File: src/rtl/cpu_pkg.sv
// rtl/cpu_pkg.sv - shared region select, state and sizing definitions for the CPU read path
`timescale 1ns/1ps
package cpu_pkg;
    localparam int DW_DEF      = 16;
    localparam int TIMEOUT_DEF = 15;

    typedef enum logic [1:0] {
        SEL_INSTR = 2'd0,
        SEL_MMR   = 2'd1,
        SEL_STACK = 2'd2,
        SEL_NONE  = 2'd3
    } sel_e;

    typedef enum logic [1:0] {
        ST_IDLE = 2'd0,
        ST_WAIT = 2'd1,
        ST_RESP = 2'd2
    } state_e;
endpackage

File: src/rtl/mem_timeout_ctr.sv
// rtl/mem_timeout_ctr.sv - saturating wait-cycle counter that flags the last permitted WAIT cycle
`timescale 1ns/1ps
module mem_timeout_ctr #(
    parameter int TIMEOUT = 15
) (
    input  logic clk,
    input  logic rst_n,
    input  logic clear,
    input  logic enable,
    output logic expired
);
    localparam int CW = (TIMEOUT < 1) ? 1 : $clog2(TIMEOUT + 1);
    localparam logic [CW-1:0] LIMIT = CW'(TIMEOUT);

    logic [CW-1:0] cnt;

    always_ff @(posedge clk) begin
        if (!rst_n) begin
            cnt <= '0;
        end else if (clear) begin
            cnt <= '0;
        end else if (enable && (cnt != LIMIT)) begin
            cnt <= cnt + 1'b1;
        end
    end

    // High on the WAIT cycle whose increment would bring the count up to TIMEOUT.
    assign expired = ((int'(cnt) + 1) >= TIMEOUT);
endmodule

File: src/rtl/mem_read_return.sv
// rtl/mem_read_return.sv - routes one CPU read to a region and returns its data, a timeout or an unmapped error
`timescale 1ns/1ps
module mem_read_return
    import cpu_pkg::*;
#(
    parameter int DW      = DW_DEF,
    parameter int TIMEOUT = TIMEOUT_DEF
) (
    input  logic          clk,
    input  logic          rst_n,
    input  logic          req_valid,
    input  logic [1:0]    req_sel,
    output logic          req_ready,
    input  logic [DW-1:0] instr_rdata,
    input  logic [DW-1:0] mmr_rdata,
    input  logic [DW-1:0] stack_rdata,
    input  logic          instr_rvalid,
    input  logic          mmr_rvalid,
    input  logic          stack_rvalid,
    output logic [DW-1:0] rdata,
    output logic          rvalid,
    output logic          err
);
    state_e        state, state_n;
    sel_e          sel_q, sel_n;
    logic [DW-1:0] rdata_n;
    logic          rvalid_n, err_n;
    logic          hit;
    logic [DW-1:0] hit_data;
    logic          ctr_clear, ctr_enable, ctr_expired;

    mem_timeout_ctr #(.TIMEOUT(TIMEOUT)) u_timeout (
        .clk     (clk),
        .rst_n   (rst_n),
        .clear   (ctr_clear),
        .enable  (ctr_enable),
        .expired (ctr_expired)
    );

    // Only the region latched at acceptance can complete the transaction.
    always_comb begin
        hit      = 1'b0;
        hit_data = '0;
        case (sel_q)
            SEL_INSTR: begin hit = instr_rvalid; hit_data = instr_rdata; end
            SEL_MMR:   begin hit = mmr_rvalid;   hit_data = mmr_rdata;   end
            SEL_STACK: begin hit = stack_rvalid; hit_data = stack_rdata; end
            SEL_NONE:  begin hit = 1'b0;         hit_data = '0;          end
        endcase
    end

    always_comb begin
        state_n    = state;
        sel_n      = sel_q;
        rdata_n    = '0;
        rvalid_n   = 1'b0;
        err_n      = 1'b0;
        ctr_clear  = 1'b0;
        ctr_enable = 1'b0;
        case (state)
            ST_IDLE: begin
                if (req_valid) begin
                    sel_n     = sel_e'(req_sel);
                    ctr_clear = 1'b1;
                    if (sel_e'(req_sel) == SEL_NONE) begin
                        state_n  = ST_RESP;
                        rvalid_n = 1'b1;
                        err_n    = 1'b1;
                    end else begin
                        state_n = ST_WAIT;
                    end
                end
            end
            ST_WAIT: begin
                // Data takes priority over a timeout landing in the same cycle.
                if (hit) begin
                    state_n  = ST_RESP;
                    rvalid_n = 1'b1;
                    rdata_n  = hit_data;
                end else begin
                    ctr_enable = 1'b1;
                    if (ctr_expired) begin
                        state_n  = ST_RESP;
                        rvalid_n = 1'b1;
                        err_n    = 1'b1;
                    end
                end
            end
            ST_RESP: state_n = ST_IDLE;
            default: state_n = ST_IDLE;
        endcase
    end

    always_ff @(posedge clk) begin
        if (!rst_n) begin
            state     <= ST_IDLE;
            sel_q     <= SEL_INSTR;
            rdata     <= '0;
            rvalid    <= 1'b0;
            err       <= 1'b0;
            req_ready <= 1'b1;
        end else begin
            state     <= state_n;
            sel_q     <= sel_n;
            rdata     <= rdata_n;
            rvalid    <= rvalid_n;
            err       <= err_n;
            req_ready <= (state_n == ST_IDLE);
        end
    end
endmodule

File: config.mk
export PLATFORM = sky130hd
export DESIGN_NAME = mem_read_return
export DESIGN_NICKNAME = d
export VERILOG_FILES = /design/src/rtl/cpu_pkg.sv /design/src/rtl/mem_timeout_ctr.sv /design/src/rtl/mem_read_return.sv
export SDC_FILE = /design/constraint.sdc
export NUM_CORES = 1
export LEC_CHECK = 0
export ABC_AREA = 1
export BUFFER_PORTS_ARGS = -buffer_cell sky130_fd_sc_hd__buf_2
export CORE_MARGIN = 2
export CORE_UTILIZATION = 38
export CTS_CLUSTER_SIZE = 25
export DETAILED_ROUTE_END_ITERATION = 8
export GPL_ROUTABILITY_DRIVEN = 0
export PLACE_DENSITY = 0.75
export SLEW_MARGIN = 20
export SYNTH_ARGS = -nofsm -noshare
export SYNTH_HDL_FRONTEND = slang
export SYNTH_HIERARCHICAL = 1
export SYNTH_SLANG_ARGS = --single-unit
File: constraint.sdc
create_clock -name clk -period 3.8 [get_ports clk]
set_input_delay 0 -clock clk [delete_from_list [all_inputs] [get_ports clk]]
set_output_delay 0 -clock clk [all_outputs]
set_load 0.02 [all_outputs]
==> impl_metrics.env, run 1 <==
export IMPL_worstSetupStartpointType="flop"
export IMPL_post_route_drc_count=0
export IMPL_crit_chain="inv_4, nand3_2, nand3_4, nor3_1, nand2_2, inv_2, nor2_1, nor2_1"
export IMPL_outcome="finished clean"
export IMPL_utilization=0.5524
export IMPL_crit_path_max_incr_delay_ns=0.87
export IMPL_post_synth_inst_count=191
export IMPL_diodes=0
export IMPL_top_achievable_clock_speed_mhz=459.1
export IMPL_synth_warnings=6
export IMPL_power_internal_uw=444.7
export IMPL_boundaryPins=75
export IMPL_buffer_ports_inserted=74
export IMPL_cell_area_synth_um2=1414
export IMPL_totalNegativeSetupSlack_ns=0
export IMPL_die_y_um=65.00
export IMPL_flow_area_growth_from_synthesis_pct=40.88
export IMPL_timing_worst_setup_path_type="reg2reg"
export IMPL_mostFrequentLayoutCell="buf_2"
export IMPL_power_clock_fraction=0.250
export IMPL_leak_pwr_uw=0.001006
export IMPL_clock_transition_time_at_the_flip_flop_clock_pins_of_the_worst_setup_and_hold_paths_ns=0.09
export IMPL_timing_final_ws_setup_ns=1.622
export IMPL_switching_power_uw=203.0
export IMPL_synth_cell_types=25
export IMPL_min_delay_path_class="in2reg"
export IMPL_cts_tree="done"
export IMPL_clkSinkCount=27
export IMPL_number_of_register_bits_inferred_by_synthesis=27
export IMPL_crit_fanout=19
export IMPL_cts_buffers_inserted=3
export IMPL_die_w_um=65.00
export IMPL_required_ns=4.01
export IMPL_hold_violations=0
export IMPL_finalWorstPathRequiredPeriod_ns=2.178
export IMPL_grt_setup_unrepaired="no"
export IMPL_syn_num_nets=249
export IMPL_timing_critical_path_buf_inv=2
export IMPL_vias_per_cell=4.662
export IMPL_final_min_period_over_clock_period=0.5732
export IMPL_final_setup_skew_ns=0.002464
export IMPL_cap_viol_max_count=0
export IMPL_drt_first_iter_violations=58
export IMPL_fp_row_count=22
export IMPL_power_switching_share=0.3134
export IMPL_dp_final_hpwl_mm=2.762
export IMPL_sequential_power_share=0.488
export IMPL_setup_viol=0
export IMPL_wl_per_cell_um=11.02
export IMPL_timing_critical_path_to_type="flop"
export IMPL_nets=336
export IMPL_core_area_um2=3606
export IMPL_finished_layout_cells=325
export IMPL_htree_num_levels=1
export IMPL_dr_total_vias=1515
export IMPL_cpLargestDelayFamily="simple AND/OR/NAND/NOR gates"
export IMPL_starting_density_of_the_core=0.3921
export IMPL_cts_root_buffer="clkbuf_8"
export IMPL_postRouteWirelength_mm=3.580
export IMPL_relSlewSlack=0.4495
export IMPL_die_footprint_um2=4224
export IMPL_mostFrequentLayoutCells="buf_2, nand3_1, nand2_1"
export IMPL_numPlacedInstances=305
export IMPL_syn_avg_cell_area_um2=7.402
export IMPL_via_count_of_the_first_global_routing_pass=1401
export IMPL_drive_gt1_frac=0.3718
export IMPL_tightest_slew_ns=0.8246
export IMPL_grt_start_max_net_pins=20
export IMPL_grt_ovfl_total=0
export IMPL_track_usage=0.1744
export IMPL_pre_cts_slack_ns=1.636
export IMPL_route_antenna_remaining_nets=0
export IMPL_maxSlewViolCount=0
export IMPL_antenna_violations_before_repair=0
export IMPL_power_density_nw_per_um2=325.2
export IMPL_synth_seq_area_share=0.3823
export IMPL_crit_path_frequent_cell="nor2_1"
export IMPL_grt_first_pass_wirelength_mm=5.934
export IMPL_detail_route_first_pass_iterations=4
export IMPL_irDropWorstVdd_v=0.0002300
export IMPL_cp_data_arrival_time_ns=2.39
export IMPL_layout_filler_cells=359
export IMPL_share_comb_of_total_power=0.262
export IMPL_clk_latency_ns=0.27
export IMPL_ctsLongestPathBuffers=2
export IMPL_crit_path_top_delay_cell="dfxtp_1"
export IMPL_post_cts_setup_buffer_count=0
[per-stage QoR]
| step | hold WS, ns | power (µW) | cell area, µm² |
|---|---|---|---|
| after detailed placement | 0.2511 | 480.5 | 1785 |
| after floorplan | 0.1507 | 434.7 | 1414 |
| after global placement | 0.2461 | 478.7 | 1785 |
| final | 0.06014 | 647.8 | 1992 |
| after CTS | 0.05697 | 651.8 | 1992 |
| after global routing | 0.06820 | 685.5 | 1992 |
[final cells by class]
type | count | area, µm² | area share
flip-flops and latches | 27 | 540.5 | 0.2714
inverters | 14 | 57.56 | 0.02889
repair buffers | 90 | 530.5 | 0.2663
well taps | 48 | 60.06 | 0.03015
multi-input cells | 142 | 757.0 | 0.3800
clock buffers | 3 | 41.29 | 0.02073
clock inverters | 1 | 5.005 | 0.002513
[power by group through the flow]
stage / Combinational, µW / Clock (µW) / Sequential (µW)
2_1_floorplan: 118 / 0 / 317
3_3_place_gp: 157 / 0 / 322
3_5_place_dp: 158 / 0 / 323
4_1_cts: 171 / 165 / 316
5_1_grt: 190 / 177 / 319
6_report: 170 / 162 / 316
[kinds of logic after synthesis]
kind of cell | synth area share
buf+inv | 0.08229
flops | 0.3823
compound gates | 0.1044
simple gates | 0.4133
fa+ha+maj | 0.01770
[layer usage]
metal / part of all wire / wire, µm / global-route usage
met1: 0.43 / 1548 / 0.2214
met3: 0.082 / 293 / 0.04340
met4: 0.0050 / 18 / 0.03191
met5: 0 / 0 / 0
met2: 0.48 / 1720 / 0.3003
[state kept, by name, indices dropped and copies added, names as in the netlist]
name and count:
rdata 16, u_timeout/cnt 4, sel_q 2, state 2
err 1, req_ready 1, rvalid 1
[path summary, 6_finish.rpt]
| check | from | end | slack (ns) | cells past startpoint |
|---|---|---|---|---|
| worst max-delay path | sel_q[1]$_SDFFE_PN0P_ | u_timeout/cnt[0]$_SDFFE_PP0P_ | 1.62 | 8 |
| worst min-delay path | req_sel[0] | state[0]$_SDFF_PN0_ | 0.06 | 4 |
| worst max register to register | sel_q[1]$_SDFFE_PN0P_ | u_timeout/cnt[0]$_SDFFE_PP0P_ | 1.62 | 8 |
| worst min register to register | u_timeout/cnt[1]$_SDFFE_PP0P_ | u_timeout/cnt[1]$_SDFFE_PP0P_ | 0.57 | 2 |
[worst reg2reg max path, delay by kind of cell (launching register included)]
kind	cells	cell delay, ns
and+or+nand+nor	6	0.96
buffers and inverters	2	0.31
DFF	1	0.87
[repair_timing]
action,CTS,global route
resized for setup,0,0
endpoints found under the setup margin,0,0
hold buffers,16,0
endpoints found under the hold margin,16,0
[synthesized netlist by cell type]
library cell / n / area, µm²
nand2_1: 33 / 123.9
dfxtp_1: 27 / 540.5
nand2_4: 1 / 11.26
a211oi_1: 2 / 15.01
buf_6: 3 / 33.78
nand3_4: 2 / 35.03
a21oi_2: 1 / 8.760
nand3_1: 38 / 190.2
nand2_2: 1 / 6.260
buf_2: 5 / 25.02
a21boi_2: 1 / 11.26
nor3_1: 1 / 5.000
or2_2: 1 / 6.260
inv_4: 2 / 12.51
nand3_2: 3 / 30.03
o21ai_0: 1 / 5.000
nor2_1: 20 / 75.07
nor2_8: 1 / 20.02
inv_1: 11 / 41.29
o22ai_1: 2 / 12.51
nand4_1: 2 / 12.51
nor2_2: 11 / 68.82
a21oi_1: 19 / 95.09
ha_1: 2 / 25.02
inv_2: 1 / 3.750
Note: power is estimated with default switching activity, not from simulation.
==> run 2: changes to the inputs <==
PLACE_DENSITY = 0.78   (was 0.75)
clock period = 2 ns   (was 3.8 ns; I/O delays follow)
==> run 2 against run 1 <==
- worst hold slack better by 0.0034 ns
- combinational power up 110%
- routed wire length is 0.20% higher
- non-clock buffer count up 3
- sequential power grew 85%
- clock power is 87% higher
- first-iteration DRC count down 31%
- via count increased by 1.6%
- flip-flop and latch count is the same
- sequential share of layout area is 0.30 points lower
- design area rose by 1.1%
==> impl_metrics.env, run 2 (synthesis gave the netlist of run 1 again) <==
export IMPL_diodes=0
export IMPL_grt_setup_unrepaired="no"
export IMPL_clkSinkCount=27
export IMPL_ctsLongestPathBuffers=2
export IMPL_clock_transition_time_at_the_flip_flop_clock_pins_of_the_worst_setup_and_hold_paths_ns=0.09
export IMPL_grt_first_pass_wirelength_mm=5.809
export IMPL_cts_root_buffer="clkbuf_8"
export IMPL_vias_per_cell=4.692
export IMPL_crit_fanout=17
export IMPL_route_antenna_remaining_nets=0
export IMPL_cts_tree="done"
export IMPL_flow_area_growth_from_synthesis_pct=42.48
export IMPL_outcome="finished clean"
export IMPL_post_route_drc_count=0
export IMPL_hold_worst_slack_ns=0.06354
export IMPL_via_count_of_the_first_global_routing_pass=1401
export IMPL_irDropWorstVdd_v=0.0003322
export IMPL_cpLargestDelayFamily="simple AND/OR/NAND/NOR gates"
export IMPL_detail_route_first_pass_iterations=4
export IMPL_power_internal_uw=852.6
export IMPL_tightest_slew_ns=0.5188
export IMPL_wl_per_cell_um=10.94
export IMPL_min_delay_path_class="in2reg"
export IMPL_relSlewSlack=0.6515
export IMPL_grt_ovfl_total=0
export IMPL_starting_density_of_the_core=0.3921
export IMPL_maxSlewViolCount=0
export IMPL_drt_first_iter_violations=40
export IMPL_postRouteWirelength_mm=3.587
export IMPL_setup_viol=0
export IMPL_required_ns=2.19
export IMPL_crit_path_max_incr_delay_ns=0.51
export IMPL_final_setup_skew_ns=0.01068
export IMPL_top_achievable_clock_speed_mhz=557.8
export IMPL_cp_data_arrival_time_ns=1.99
export IMPL_drive_gt1_frac=0.3786
export IMPL_registers_top_by_ff_count="rdata"
export IMPL_switching_power_uw=385.4
export IMPL_finalWorstPathRequiredPeriod_ns=1.793
export IMPL_die_w_um=65.00
export IMPL_track_usage=0.1709
export IMPL_die_y_um=65.00
export IMPL_buffer_ports_inserted=74
export IMPL_boundaryPins=75
export IMPL_crit_chain="buf_4, nor2_8, nand2_4, nand3_4, nor3_1, o21ai_0, a21oi_2"
export IMPL_fp_row_count=22
export IMPL_power_clock_fraction=0.245
export IMPL_mostFrequentLayoutCells="buf_2, nand3_1, nand2_1"
export IMPL_timing_worst_setup_path_type="reg2reg"
export IMPL_core_area_um2=3606
export IMPL_dr_total_vias=1539
export IMPL_grt_start_max_net_pins=19
export IMPL_power_density_nw_per_um2=614.6
export IMPL_crit_path_top_delay_cell="dfxtp_1"
export IMPL_totalNegativeSetupSlack_ns=0
export IMPL_final_min_period_over_clock_period=0.8963
export IMPL_share_comb_of_total_power=0.284
export IMPL_dp_final_hpwl_mm=2.736
export IMPL_timing_critical_path_to_type="flop"
export IMPL_antenna_violations_before_repair=0
export IMPL_cts_buffers_inserted=3
export IMPL_die_footprint_um2=4224
export IMPL_clk_latency_ns=0.27
export IMPL_mostFrequentLayoutCell="buf_2"
export IMPL_cap_viol_max_count=0
export IMPL_worstSetupStartpointType="flop"
export IMPL_htree_num_levels=1
export IMPL_leak_pwr_uw=0.001022
export IMPL_power_switching_share=0.3113
export IMPL_post_cts_setup_buffer_count=0
export IMPL_nets=339
export IMPL_sequential_power_share=0.472
export IMPL_timing_critical_path_buf_inv=1
export IMPL_reg_top3="rdata: 16 flops, u_timeout/cnt: 4 flops"
export IMPL_largest_register_ff_count=16
export IMPL_hold_violations=0
==> run 2: final cells by class <==
class | instances | area, µm²
tap | 48 | 60.06
clock inverter | 1 | 5.005
timing repair buffer | 93 | 553.0
sequential | 27 | 540.5
fill | 354 | 1592
inverter | 14 | 57.56
multi-input combinational | 142 | 757.0
clock buffer | 3 | 41.29
==> run 2: worst paths after layout <==
kind	start	to	slack, ns	cells after the start
max	sel_q[0]$_SDFFE_PN0P_	u_timeout/cnt[3]$_SDFFE_PP0P_	0.21	7
min	req_sel[0]	state[0]$_SDFF_PN0_	0.06	4
max reg2reg	sel_q[0]$_SDFFE_PN0P_	u_timeout/cnt[3]$_SDFFE_PP0P_	0.21	7
min reg2reg	u_timeout/cnt[2]$_SDFFE_PP0P_	u_timeout/cnt[2]$_SDFFE_PP0P_	0.58	2
==> run 2: power by group through the flow <==
stage	clock, µW	sequential (µW)	combinational (µW)
3_3_place_gp	0	596	322
5_1_grt	334	587	393
3_5_place_dp	0	597	327
4_1_cts	308	584	352
6_report	303	584	351
2_1_floorplan	0	601	224
==> run 2: layer usage <==
| layer | vias to the layer above | GRT usage | wire, µm |
|---|---|---|---|
| met2 | 43 | 0.3183 | 1826 |
| met3 | 2 | 0.03993 | 209 |
| met5 | - | 0 | 0 |
| met1 | 676 | 0.1961 | 1521 |
| li1 | 818 | - | - |
| met4 | 0 | 0.03723 | 29 |
==> run 2: metrics by stage <==
step,std cells,cell area [µm²],worst slack (ns),utilization,power (µW)
finish,328,2014,0.2073,0.5586,1238
CTS,328,2014,0.1790,0.5586,1244
floorplan,191,1414,0.6076,-,825.9
global placement,308,1808,0.2561,0.5014,917.6
detailed placement,308,1808,0.2053,0.5014,923.9
global route,328,2014,0.01913,0.5586,1314
==> run 2: timing repair <==
action / 4_1_cts / 5_1_grt
endpoints found under the hold margin: 16 / 0
hold buffers: 16 / 0
resized for setup: 0 / 0
==> run 2: tightest hold or removal path, stage by stage <==
cell and delay (ns):
buf_2 0.09, nor2_1 0.05, nor2_1 0.07, a21oi_1 0.06
